**config.mk**
```make
export PLATFORM = sky130hd
export DESIGN_NAME = otter_io_responder
export DESIGN_NICKNAME = d
export VERILOG_FILES = /design/src/rtl/otter_io_pkg.sv /design/src/rtl/otter_io_timer.sv /design/src/rtl/otter_io_responder.sv
export SDC_FILE = /design/constraint.sdc
export NUM_CORES = 1
export LEC_CHECK = 0
export BUFFER_PORTS_ARGS = -buffer_cell sky130_fd_sc_hd__buf_2
export CELL_PAD_IN_SITES_DETAIL_PLACEMENT = 0
export CELL_PAD_IN_SITES_GLOBAL_PLACEMENT = 1
export CORE_ASPECT_RATIO = 1.1
export CORE_MARGIN = 2
export CORE_UTILIZATION = 32
export CTS_CLUSTER_DIAMETER = 40
export CTS_CLUSTER_SIZE = 25
export DETAILED_ROUTE_END_ITERATION = 12
export PLACE_DENSITY_LB_ADDON = 0.1
export RECOVER_POWER = 50
export SYNTH_ARGS = -nofsm -noshare
export SYNTH_HDL_FRONTEND = slang
export SYNTH_HIERARCHICAL = 1
export SYNTH_SLANG_ARGS = --single-unit
```
**constraint.sdc**
```tcl
create_clock -name CLK -period 2.5 [get_ports CLK]
set_input_delay 0.5 -clock CLK [delete_from_list [all_inputs] [get_ports CLK]]
set_output_delay 0.5 -clock CLK [all_outputs]
set_load 0.005 [all_outputs]
```
**src/rtl/otter_io_pkg.sv**
```systemverilog
// ============================================================================
// otter_io_pkg
// ----------------------------------------------------------------------------
// Purpose : Shared definitions for the OTTER memory-mapped I/O responder.
//           Holds the register byte offsets inside the I/O window, the CTRL
//           and STATUS bit positions, the packed CTRL struct and a helper
//           that reduces a bus address to its word-aligned window offset.
// Ports   : none (package).
// ============================================================================
package otter_io_pkg;

    // Byte offsets of each register inside the 256-byte I/O window.
    localparam logic [7:0] IO_SW_OFS   = 8'h00;
    localparam logic [7:0] IO_BTN_OFS  = 8'h04;
    localparam logic [7:0] IO_LED_OFS  = 8'h20;
    localparam logic [7:0] IO_TCMP_OFS = 8'h40;
    localparam logic [7:0] IO_TCNT_OFS = 8'h44;
    localparam logic [7:0] IO_CTRL_OFS = 8'h48;
    localparam logic [7:0] IO_STAT_OFS = 8'h4C;

    // CTRL bit positions.
    localparam int CTRL_TEN_BIT = 0;
    localparam int CTRL_TAR_BIT = 1;
    localparam int CTRL_TIE_BIT = 2;
    localparam int CTRL_BIE_BIT = 3;

    // STATUS bit positions.
    localparam int STAT_TPEND_BIT = 0;
    localparam int STAT_BPEND_LSB = 4;

    // CTRL register layout, MSB first so the struct maps directly onto
    // bits [3:0] of the bus word.
    typedef struct packed {
        logic bie;
        logic tie;
        logic tar;
        logic ten;
    } io_ctrl_t;

    // Byte lanes are ignored: only ADDR[7:2] selects a register.
    function automatic logic [7:0] wordOffset(input logic [31:0] addr);
        return {addr[7:2], 2'b00};
    endfunction

endpackage

```
**src/rtl/otter_io_timer.sv**
```systemverilog
// ============================================================================
// otter_io_timer
// ----------------------------------------------------------------------------
// Purpose : 32-bit compare timer for the OTTER I/O responder. Holds the
//           prescaler, the TCMP and TCNT registers and the match detector.
//           Only built when OTTER_IO_TIMER_EN is defined in the top level.
// Params  : PRESCALE     - CLK cycles per timer tick (1 .. 65535).
// Ports   : CLK          - system clock.
//           RESET        - asynchronous active-high reset.
//           i_en         - CTRL.TEN, runs the prescaler and counter.
//           i_autoReload - CTRL.TAR, count returns to 0 on a match.
//           i_loadCmp    - bus store to TCMP this cycle.
//           i_loadCnt    - bus store to TCNT this cycle.
//           i_wdata      - store data from the CPU.
//           o_tcnt       - current count.
//           o_tcmp       - current compare value.
//           o_match      - tick this cycle with the pre-increment count equal
//                          to TCMP; the top level latches it into TPEND.
// ============================================================================
module otter_io_timer #(
    parameter int PRESCALE = 1
) (
    input  logic        CLK,
    input  logic        RESET,
    input  logic        i_en,
    input  logic        i_autoReload,
    input  logic        i_loadCmp,
    input  logic        i_loadCnt,
    input  logic [31:0] i_wdata,
    output logic [31:0] o_tcnt,
    output logic [31:0] o_tcmp,
    output logic        o_match
);

    localparam logic [15:0] PRE_LAST = 16'(PRESCALE - 1);

    logic [15:0] r_pre;
    logic [31:0] r_tcnt;
    logic [31:0] r_tcmp;
    logic        w_tick;

    // A tick is the last prescaler cycle while enabled; matching compares
    // the count before it is incremented on that tick.
    assign w_tick  = i_en && (r_pre == PRE_LAST);
    assign o_match = w_tick && (r_tcnt == r_tcmp);
    assign o_tcnt  = r_tcnt;
    assign o_tcmp  = r_tcmp;

    // Prescaler: counts 0..PRESCALE-1 while enabled and is held at 0 while
    // disabled, so re-enabling always starts a full tick period.
    always_ff @(posedge CLK or posedge RESET) begin
        if (RESET) begin
            r_pre <= '0;
        end else if (!i_en || w_tick) begin
            r_pre <= '0;
        end else begin
            r_pre <= r_pre + 16'd1;
        end
    end

    // Counter: a bus store has priority over a tick in the same cycle. The
    // match of that cycle has already been evaluated on the old count.
    // Natural 32-bit overflow provides the wrap from FFFF_FFFF to 0.
    always_ff @(posedge CLK or posedge RESET) begin
        if (RESET) begin
            r_tcnt <= '0;
        end else if (i_loadCnt) begin
            r_tcnt <= i_wdata;
        end else if (w_tick) begin
            if (o_match && i_autoReload) begin
                r_tcnt <= '0;
            end else begin
                r_tcnt <= r_tcnt + 32'd1;
            end
        end
    end

    // Compare register, written only from the bus.
    always_ff @(posedge CLK or posedge RESET) begin
        if (RESET) begin
            r_tcmp <= '0;
        end else if (i_loadCmp) begin
            r_tcmp <= i_wdata;
        end
    end

endmodule

```
**src/rtl/otter_io_responder.sv**
```systemverilog
// ============================================================================
// otter_io_responder
// ----------------------------------------------------------------------------
// Purpose : Memory-mapped I/O responder at the far end of the OTTER IOBUS.
//           Exposes switches and buttons (2-flop synchronized), an LED
//           register, an optional compare timer and a latched, maskable
//           pending-event register that drives the CPU INTR line.
// Config  : `define OTTER_IO_TIMER_EN to build the timer (TCMP, TCNT,
//           CTRL[2:0], TPEND). Without it those read 0, ignore writes and
//           no timer flops exist; INTR then comes from buttons only.
// Params  : BASE_ADDR  - window base, only bits [31:8] are compared.
//           PRESCALE   - CLK cycles per timer tick (1 .. 65535).
// Ports   : CLK        - system clock.
//           RESET      - asynchronous active-high reset.
//           IOBUS_ADDR - byte address from the CPU.
//           IOBUS_OUT  - store data from the CPU.
//           IOBUS_WR   - store strobe.
//           IOBUS_IN   - registered read data, valid the cycle after ADDR.
//           SWITCHES   - asynchronous board switches.
//           BTN        - asynchronous board buttons.
//           LEDS       - LED register.
//           INTR       - level interrupt request.
// ============================================================================
module otter_io_responder
    import otter_io_pkg::*;
#(
    parameter logic [31:0] BASE_ADDR = 32'h1100_0000,
    parameter int          PRESCALE  = 1
) (
    input  logic        CLK,
    input  logic        RESET,
    input  logic [31:0] IOBUS_ADDR,
    input  logic [31:0] IOBUS_OUT,
    input  logic        IOBUS_WR,
    output logic [31:0] IOBUS_IN,
    input  logic [15:0] SWITCHES,
    input  logic [3:0]  BTN,
    output logic [15:0] LEDS,
    output logic        INTR
);

    logic [15:0] r_swMeta;
    logic [15:0] r_swSync;
    logic [3:0]  r_btnMeta;
    logic [3:0]  r_btnSync;
    logic [3:0]  r_btnPrev;
    logic [3:0]  r_bpend;
    logic [15:0] r_leds;
    logic        r_bie;
    logic [31:0] r_iobusIn;

    logic        w_hit;
    logic        w_wr;
    logic [7:0]  w_ofs;
    logic [3:0]  w_btnRise;
    logic        w_statW1c;
    logic [31:0] w_rdata;
    io_ctrl_t    w_ctrl;
    logic        w_tpend;
    logic [31:0] w_tcntRd;
    logic [31:0] w_tcmpRd;
    logic        w_unused;

    assign w_hit     = (IOBUS_ADDR[31:8] == BASE_ADDR[31:8]);
    assign w_wr      = IOBUS_WR && w_hit;
    assign w_ofs     = wordOffset(IOBUS_ADDR);
    assign w_statW1c = w_wr && (w_ofs == IO_STAT_OFS);
    assign w_btnRise = r_btnSync & ~r_btnPrev;

    // Address byte lanes are ignored by design; the remaining store bits
    // only matter for some registers depending on the build.
    assign w_unused  = ^{IOBUS_ADDR[1:0], IOBUS_OUT, (PRESCALE == 0)};

    // Two-flop synchronizers for the board inputs plus one extra button
    // stage used for rising-edge detection.
    always_ff @(posedge CLK or posedge RESET) begin
        if (RESET) begin
            r_swMeta  <= '0;
            r_swSync  <= '0;
            r_btnMeta <= '0;
            r_btnSync <= '0;
            r_btnPrev <= '0;
        end else begin
            r_swMeta  <= SWITCHES;
            r_swSync  <= r_swMeta;
            r_btnMeta <= BTN;
            r_btnSync <= r_btnMeta;
            r_btnPrev <= r_btnSync;
        end
    end

    // LED register and the button-interrupt enable, both plain bus stores.
    always_ff @(posedge CLK or posedge RESET) begin
        if (RESET) begin
            r_leds <= '0;
            r_bie  <= 1'b0;
        end else begin
            if (w_wr && (w_ofs == IO_LED_OFS)) begin
                r_leds <= IOBUS_OUT[15:0];
            end
            if (w_wr && (w_ofs == IO_CTRL_OFS)) begin
                r_bie <= IOBUS_OUT[CTRL_BIE_BIT];
            end
        end
    end

    // Button pending bits: write-1-to-clear, but a rising edge in the same
    // cycle wins so no event is lost. They latch regardless of BIE.
    always_ff @(posedge CLK or posedge RESET) begin
        if (RESET) begin
            r_bpend <= '0;
        end else begin
            r_bpend <= (r_bpend & ~(w_statW1c ? IOBUS_OUT[STAT_BPEND_LSB +: 4] : 4'b0))
                       | w_btnRise;
        end
    end

`ifdef OTTER_IO_TIMER_EN
    logic        r_ten;
    logic        r_tar;
    logic        r_tie;
    logic        r_tpend;
    logic [31:0] w_tcnt;
    logic [31:0] w_tcmp;
    logic        w_match;

    // Timer-related CTRL bits and the timer pending bit. As with buttons,
    // a match in the same cycle as a W1C keeps TPEND set.
    always_ff @(posedge CLK or posedge RESET) begin
        if (RESET) begin
            r_ten   <= 1'b0;
            r_tar   <= 1'b0;
            r_tie   <= 1'b0;
            r_tpend <= 1'b0;
        end else begin
            if (w_wr && (w_ofs == IO_CTRL_OFS)) begin
                r_ten <= IOBUS_OUT[CTRL_TEN_BIT];
                r_tar <= IOBUS_OUT[CTRL_TAR_BIT];
                r_tie <= IOBUS_OUT[CTRL_TIE_BIT];
            end
            r_tpend <= (r_tpend & ~(w_statW1c & IOBUS_OUT[STAT_TPEND_BIT])) | w_match;
        end
    end

    otter_io_timer #(
        .PRESCALE (PRESCALE)
    ) u_timer (
        .CLK          (CLK),
        .RESET        (RESET),
        .i_en         (r_ten),
        .i_autoReload (r_tar),
        .i_loadCmp    (w_wr && (w_ofs == IO_TCMP_OFS)),
        .i_loadCnt    (w_wr && (w_ofs == IO_TCNT_OFS)),
        .i_wdata      (IOBUS_OUT),
        .o_tcnt       (w_tcnt),
        .o_tcmp       (w_tcmp),
        .o_match      (w_match)
    );

    assign w_ctrl.bie = r_bie;
    assign w_ctrl.tie = r_tie;
    assign w_ctrl.tar = r_tar;
    assign w_ctrl.ten = r_ten;
    assign w_tpend    = r_tpend;
    assign w_tcntRd   = w_tcnt;
    assign w_tcmpRd   = w_tcmp;
`else
    assign w_ctrl.bie = r_bie;
    assign w_ctrl.tie = 1'b0;
    assign w_ctrl.tar = 1'b0;
    assign w_ctrl.ten = 1'b0;
    assign w_tpend    = 1'b0;
    assign w_tcntRd   = '0;
    assign w_tcmpRd   = '0;
`endif

    // Read mux: anything outside the window or at an unmapped offset is 0.
    always_comb begin
        w_rdata = '0;
        if (w_hit) begin
            case (w_ofs)
                IO_SW_OFS:   w_rdata = {16'b0, r_swSync};
                IO_BTN_OFS:  w_rdata = {28'b0, r_btnSync};
                IO_LED_OFS:  w_rdata = {16'b0, r_leds};
                IO_TCMP_OFS: w_rdata = w_tcmpRd;
                IO_TCNT_OFS: w_rdata = w_tcntRd;
                IO_CTRL_OFS: w_rdata = {28'b0, w_ctrl};
                IO_STAT_OFS: w_rdata = {24'b0, r_bpend, 3'b0, w_tpend};
                default:     w_rdata = '0;
            endcase
        end
    end

    // Read data is registered every cycle to match the CPU's one-cycle
    // synchronous memory latency.
    always_ff @(posedge CLK or posedge RESET) begin
        if (RESET) begin
            r_iobusIn <= '0;
        end else begin
            r_iobusIn <= w_rdata;
        end
    end

    assign IOBUS_IN = r_iobusIn;
    assign LEDS     = r_leds;
    assign INTR     = (w_tpend & w_ctrl.tie) | ((|r_bpend) & w_ctrl.bie);

endmodule

```
==> qor.csv, run 1 <==
stage,metric,value,unit
worst_hold_path,hold crit path type,input port to flop,
cts,Root Driver,clkbuf_8,
floorplan,height of the die,105,um
timing,RSZ-0062 raised after global routing,false,
cts,CTS tree,done,
power_and_ir_drop,P_int,1.95,mW
setup_path,worst endpoint required time,2.72,ns
grt,vias in the first global route,1932,
cts,clk slew on worst S/H paths,0.08,ns
power_and_ir_drop,total power,2.49,mW
grt,initial antenna violation count,0,
grt,GR Util All Layers,0.135,
cts,PostCTS Resize Cnt,0,
logic_synthesis,Synth Instances,207,
logic_synthesis,Synth area leader,dfrtp_1,
power_and_ir_drop,switch share,0.214,
floorplan,Initial Utilization,0.331,
logic_synthesis,Synth Area in Compound Gates,0.0686,
finish,Fill cells,865,
floorplan,floorplan row count,36,
setup_path,arrival time worst endpoint,2.14,ns
power_and_ir_drop,Gate power share,0.047,
logic_synthesis,Synth Register Bits,81,
route,WL final,6.56,mm
power_and_ir_drop,sw power,0.533,mW
run,max cap viols,0,
logic_synthesis,syn avg cell area,14.3,um^2
finish,ant diodes,0,
logic_synthesis,Synth Flop Type,dfrtp_1,
timing,Fmax,0.520,GHz
route,routed vias,1935,
grt,Overflow after GRT,0,
setup_path,CP Launch Type,input port,
logic_synthesis,"Seq/Total Area, Yosys",0.686,
timing,setup_tns,0,ns
cts,post-CTS setup repair buffer count,0,
logic_synthesis,asr flop ratio synth,1.00,
grt,first-pass GRT wire length,9.98,mm
route,DR iter-0 viols,56,
timing,Max Slew Vio Count,0,
power_and_ir_drop,sequential power share,0.546,
finish,nets,406,
logic_synthesis,Commonest cells post-synth,"dfrtp_1 (81), buf_4 (16), nor2_1 (13)",
timing,Worst-Margin Slew,0.885,ns
timing,min Tclk post-route,1.92,ns
logic_synthesis,most frequent cell after synthesis,dfrtp_1,
grt,largest net degree at the start of global routing,34,
timing,fin crit share,0.770,
timing,Final Hold Fails,0,
run_status,outcome,"complete, no violations",
route,drt wl/cell,15.0,um
logic_synthesis,synth unique cells,32,
logic_synthesis,"top cells by area, synth","dfrtp_1 (69%), mux2_4 (5.1%), buf_4 (4.1%)",
floorplan,I/O Pins,136,
floorplan,Die Wd,95.6,um
route,ratio of routed vias to standard cells,4.43,
logic_synthesis,mux contribution to synthesized area,0.0911,
cts,clock buffer depth,2,
placed_design,Port Buffers,101,
logic_synthesis,Synth Cell Area,2950,um^2
logic_synthesis,XOR/XNOR Fraction of Synth Area,0,
power_and_ir_drop,Clk pwr share,0.407,
power_and_ir_drop,Worst IR Drop VDD,0.222,mV
timing,clock skew,0.00892,ns
timing,final setup fails,0,
route,total iterations of the first detailed-routing run,4,
floorplan,Core ar.,8920,um^2
route,Remaining DRCs,0,
placed_design,HPWL Detailed,4.65,mm
power_and_ir_drop,pwr dens,659,nW/um^2
cts,htree depth,3,
logic_synthesis,Syn. warnings,6,
route,post-route ant nets,0,
setup_path,Setup CP Type,input port to flop,
logic_synthesis,post-synth top area share,0.686,
timing,Slew HR,0.410,
logic_synthesis,Post-synth EDFFs,0,
finish,post-layout util,0.423,
finish,share of layout cells above drive strength 1,0.455,
placed_design,Routability Congestion,0.764,
logic_synthesis,Synth Area in Adders,0,
logic_synthesis,Synth Area in Simple Gates,0.0924,
finish,P&R area growth vs syn,27.8,%
logic_synthesis,largest family of logic cells by synthesized area,simple AND/OR/NAND/NOR gates,
setup_path,CP Max Fanout,12,
setup_path,kind of end point of the critical path,flop,
cts,Hold Buf Count CTS,0,
power_and_ir_drop,Pleak,1.94,nW
cts,CTS Buf Count,9,
floorplan,Die ar.,10000,um^2
cts,Clock Latency Late Sink,0.34,ns
cts,CTS sink cnt,81,
-- worst max-delay path, stage by stage --
cell and delay (ns):
buf_2 0.11, or4_1 0.58, nor3b_4 0.27, nand4_4 0.12, buf_4 0.23, mux2_4 0.31
-- kinds of logic (layout without fill, tap and decap cells) --
family,Yosys count,in the layout
compound gates,28,28
buf+inv,29,130
flops,81,81
mux,21,21
other cells,1,16
simple gates,47,47
-- routing by layer --
metal	share of wire	wire length, um	track usage	vias to the layer above
li1	-	-	-	918
met1	0.44	2900	0.179	935
met2	0.48	3130	0.213	72
met3	0.065	423	0.0281	10
met4	0.017	109	0.0561	0
met5	0	0	0	-
-- cell type report --
class | instances | area [um^2] | area share
Inverter | 5 | 20.0 | 0.00531
Clock buffer | 10 | 128 | 0.0338
Timing Repair Buffer | 110 | 568 | 0.151
Multi-Input combinational cell | 112 | 810 | 0.215
Tap cell | 114 | 143 | 0.0378
Clock inverter | 5 | 78.8 | 0.0209
Sequential cell | 81 | 2030 | 0.537
-- path summary, 6_finish.rpt --
path,from,end,slack (ns),depth (start not counted)
setup / recovery,IOBUS_ADDR[3],LEDS[15],0.58,6
hold / removal,BTN[0],r_btnMeta[0],0.26,1
setup reg to reg,LEDS[3],IOBUS_IN[3],1.42,4
hold reg to reg,r_swMeta[7],r_swSync[7],0.35,0
max in group asynchronous,RESET,IOBUS_IN[13],0.91,3
min in group asynchronous,RESET,r_swMeta[12],0.28,2
-- stage by stage --
step,hold slack [ns],cell area [um^2],std cells,setup WS (ns)
finish,0.263,3770,437,0.576
CTS,0.173,3790,437,0.585
global route,0.243,3770,437,0.485
detailed placement,0.335,3590,422,0.230
global placement,0.333,3590,422,0.234
floorplan,0.331,3010,222,0.284
-- cell usage in the layout, fill, tap and decap left out, types with 2 or more instances in the layout --
| cell type | Yosys | final |
|---|---|---|
| a21oi_1 | 8 | 8 |
| a22o_1 | 4 | 4 |
| a22oi_1 | 8 | 8 |
| a32oi_1 | 4 | 4 |
| buf_2 | 1 | 101 |
| buf_4 | 16 | 7 |
| bufinv_16 | 0 | 2 |
| clkbuf_2 | 0 | 2 |
| clkbuf_8 | 0 | 9 |
| clkinv_2 | 0 | 2 |
| conb_1 | 1 | 16 |
| dfrtp_1 | 81 | 81 |
| inv_1 | 5 | 4 |
| mux2_2 | 7 | 7 |
| mux2_4 | 10 | 10 |
| mux2i_1 | 4 | 4 |
| nand2_1 | 8 | 8 |
| nand4_1 | 6 | 6 |
| nor2_1 | 13 | 13 |
| nor3_1 | 6 | 5 |
| nor4_1 | 2 | 2 |
| nor4b_1 | 2 | 2 |
| or4_1 | 3 | 3 |
-- state kept, by name, indices dropped and copies added, names as in the netlist --
name,count
IOBUS_IN,16
r_btnSync,4
r_swSync,16
r_swMeta,16
r_bie,1
r_bpend,4
r_btnPrev,4
r_btnMeta,4
LEDS,16
-- power groups by stage --
stage               clock [mW]  sequential (mW)  combinational [mW]
detailed placement           0             1.38               0.124
global route              1.10             1.36               0.135
CTS                       1.04             1.36               0.124
finish                    1.01             1.36               0.117
floorplan                    0             1.38              0.0668
global placement             0             1.38               0.122
No activity file was read; power rests on OpenSTA's default activity.
==> run 2: changes to the inputs <==
- CORE_UTILIZATION: 32 -> 36
- clock period: 2.5 -> 1.8 ns (I/O delays scaled with it)
==> qor.csv, run 2 (same netlist as run 1, synthesis figures left out) <==
stage,metric,value,unit,change
grt,initial antenna violation count,0,,unchanged
placed_design,Port Buffers,101,,unchanged
route,ratio of routed vias to standard cells,4.43,,about the same
cts,Clock Latency Late Sink,0.33,ns,was 0.34 ns
power_and_ir_drop,switch share,0.219,,was 0.214
timing,RSZ-0062 raised after global routing,false,,unchanged
grt,GR Util All Layers,0.142,,was 0.135
setup_path,CP Max Fanout,3,,was 12
cts,Root Driver,clkbuf_8,,unchanged
timing,Fmax,0.586,GHz,
timing,clock skew,0.00584,ns,was 0.00892 ns
worst_hold_path,hold crit path type,input port to flop,,unchanged
floorplan,height of the die,99.0,um,was 105 um
grt,vias in the first global route,2057,,was 1932
power_and_ir_drop,Pleak,1.99,nW,was 1.94 nW
power_and_ir_drop,sequential power share,0.572,,was 0.546
floorplan,I/O Pins,136,,unchanged
timing,Worst-Margin Slew,1.06,ns,was 0.885 ns
finish,"commonest non-fill, non-tap cell in the layout",buf_2,,unchanged
grt,first-pass GRT wire length,9.79,mm,was 9.98 mm
power_and_ir_drop,pwr dens,858,nW/um^2,was 659 nW/um^2
cts,clock buffer depth,2,,unchanged
timing,min Tclk post-route,1.71,ns,
run_status,outcome,"complete, no violations",,unchanged
finish,nets,416,,was 406
power_and_ir_drop,sw power,0.722,mW,was 0.533 mW
setup_path,Buffers & Inverters on Critical Path,1,,was 2
timing,Final Hold Fails,0,,unchanged
route,routed vias,1951,,was 1935
setup_path,kind of end point of the critical path,primary output,,was flop
cts,CTS Buf Count,9,,unchanged
placed_design,Routability Congestion,0.731,,was 0.764
setup_path,worst path cell trace,o41a_1 > buf_2,,was buf_2 > or4_1 > nor3b_4 > nand4_4 > buf_4 > mux2_4
cts,CTS sink cnt,81,,unchanged
route,post-route ant nets,0,,unchanged
route,WL final,6.07,mm,was 6.56 mm
finish,post-layout util,0.483,,was 0.423
placed_design,# placed instances,426,,was 422
setup_path,worst endpoint required time,1.44,ns,was 2.72 ns
cts,CTS tree,done,,unchanged
grt,Overflow after GRT,0,,unchanged
finish,post-route cell area,3840,um^2,was 3770 um^2
cts,Hold Buf Count CTS,0,,unchanged
finish,ant diodes,0,,unchanged
power_and_ir_drop,Worst IR Drop VDD,0.426,mV,was 0.222 mV
setup_path,kind of cell adding the most delay to the critical path,compound AO/OA/AOI/OAI gates,,was simple AND/OR/NAND/NOR gates
timing,final setup fails,0,,unchanged
route,Remaining DRCs,0,,unchanged
timing,WHS,0.124,ns,was 0.263 ns
power_and_ir_drop,Clk pwr share,0.375,,was 0.407
route,drt wl/cell,13.8,um,was 15.0 um
cts,PostCTS Resize Cnt,0,,unchanged
setup_path,arrival time worst endpoint,1.35,ns,was 2.14 ns
finish,"commonest cells after routing, fill and taps aside","buf_2 (100), dfrtp_1 (81), buf_4 (17)",,"was buf_2 (101), dfrtp_1 (81), conb_1 (16)"
setup_path,max incr delay on CP,0.46,ns,was 0.58 ns
finish,share of layout cells above drive strength 1,0.473,,was 0.455
timing,Max Slew Vio Count,0,,unchanged
setup_path,Setup CP Type,flop to primary output,,was input port to flop
grt,largest net degree at the start of global routing,82,,was 34
floorplan,Core ar.,7960,um^2,was 8920 um^2
power_and_ir_drop,P_int,2.57,mW,was 1.95 mW
cts,post-CTS setup repair buffer count,0,,unchanged
setup_path,critical path's slowest cell,o41a_1,,was or4_1
floorplan,Initial Utilization,0.371,,was 0.331
route,total iterations of the first detailed-routing run,4,,unchanged
setup_path,FF-to-FF setup slack,0.71,ns,was 1.42 ns
floorplan,floorplan row count,34,,was 36
route,DR iter-0 viols,91,,was 56
floorplan,Die Wd,90.4,um,was 95.6 um
cts,clk slew on worst S/H paths,0.08,ns,about the same
timing,fin crit share,0.949,,
placed_design,HPWL Detailed,4.27,mm,was 4.65 mm
setup_path,CP Launch Type,flop,,was input port
timing,Slew HR,0.294,,was 0.410
power_and_ir_drop,total power,3.30,mW,was 2.49 mW
run,max cap viols,0,,unchanged
floorplan,Die ar.,8940,um^2,was 10000 um^2
finish,P&R area growth vs syn,30.1,%,was 27.8%
power_and_ir_drop,Gate power share,0.053,,was 0.047
placed_design,Placement Cell Area,3680,um^2,was 3590 um^2
cts,htree depth,3,,unchanged
finish,Finished Layout Cells,440,,was 437
run 2: cell types whose count changed in the layout (fill, tap and decap cells not counted), sizes merged:
| cell | before | now |
|---|---|---|
| buf | 108 | 118 |
| bufinv | 2 | 1 |
| clkbuf | 12 | 11 |
| clkinvlp | 1 | 2 |
run 2: cell type report:
| type | count | area (um^2) |
|---|---|---|
| Clock buffer | 9 | 124 |
| Clock inverter | 5 | 56.3 |
| Fill cell | 760 | 4110 |
| Inverter | 5 | 22.5 |
| Multi-Input combinational cell | 112 | 818 |
| Sequential cell | 81 | 2030 |
| Tap cell | 108 | 135 |
| Timing Repair Buffer | 120 | 659 |
run 2: power by group through the flow:
stage | Sequential [mW] | Clock [mW] | Combinational [mW]
2_1_floorplan | 1.91 | 0 | 0.0944
5_1_grt | 1.89 | 1.35 | 0.199
4_1_cts | 1.88 | 1.27 | 0.182
3_5_place_dp | 1.92 | 0 | 0.182
3_3_place_gp | 1.92 | 0 | 0.180
6_report | 1.88 | 1.24 | 0.174
run 2: final timing paths:
check / startpoint / endpoint / cells past startpoint
worst max-delay path: r_bpend[2] / INTR / 2
worst min-delay path: SWITCHES[11] / r_swMeta[11] / 1
worst max register to register: LEDS[3] / IOBUS_IN[3] / 4
worst min register to register: r_swMeta[4] / r_swSync[4] / 0
max in group asynchronous: RESET / IOBUS_IN[5] / 3
min in group asynchronous: RESET / r_swMeta[11] / 3
run 2: metrics by stage:
stage	setup slack [ns]	TNS, ns
2_1_floorplan	-0.239	-3.08
5_1_grt	0.0421	0
3_5_place_dp	-0.225	-5.29
3_3_place_gp	-0.210	-4.94
6_report	0.0925	0
4_1_cts	0.0781	0
run 2: per-layer routing:
metal | GRT usage | wire length [um] | vias up
li1 | - | - | 936
met1 | 0.187 | 2760 | 923
met2 | 0.215 | 2750 | 87
met3 | 0.0367 | 462 | 5
met4 | 0.0793 | 91 | 0
met5 | 0 | 0 | -
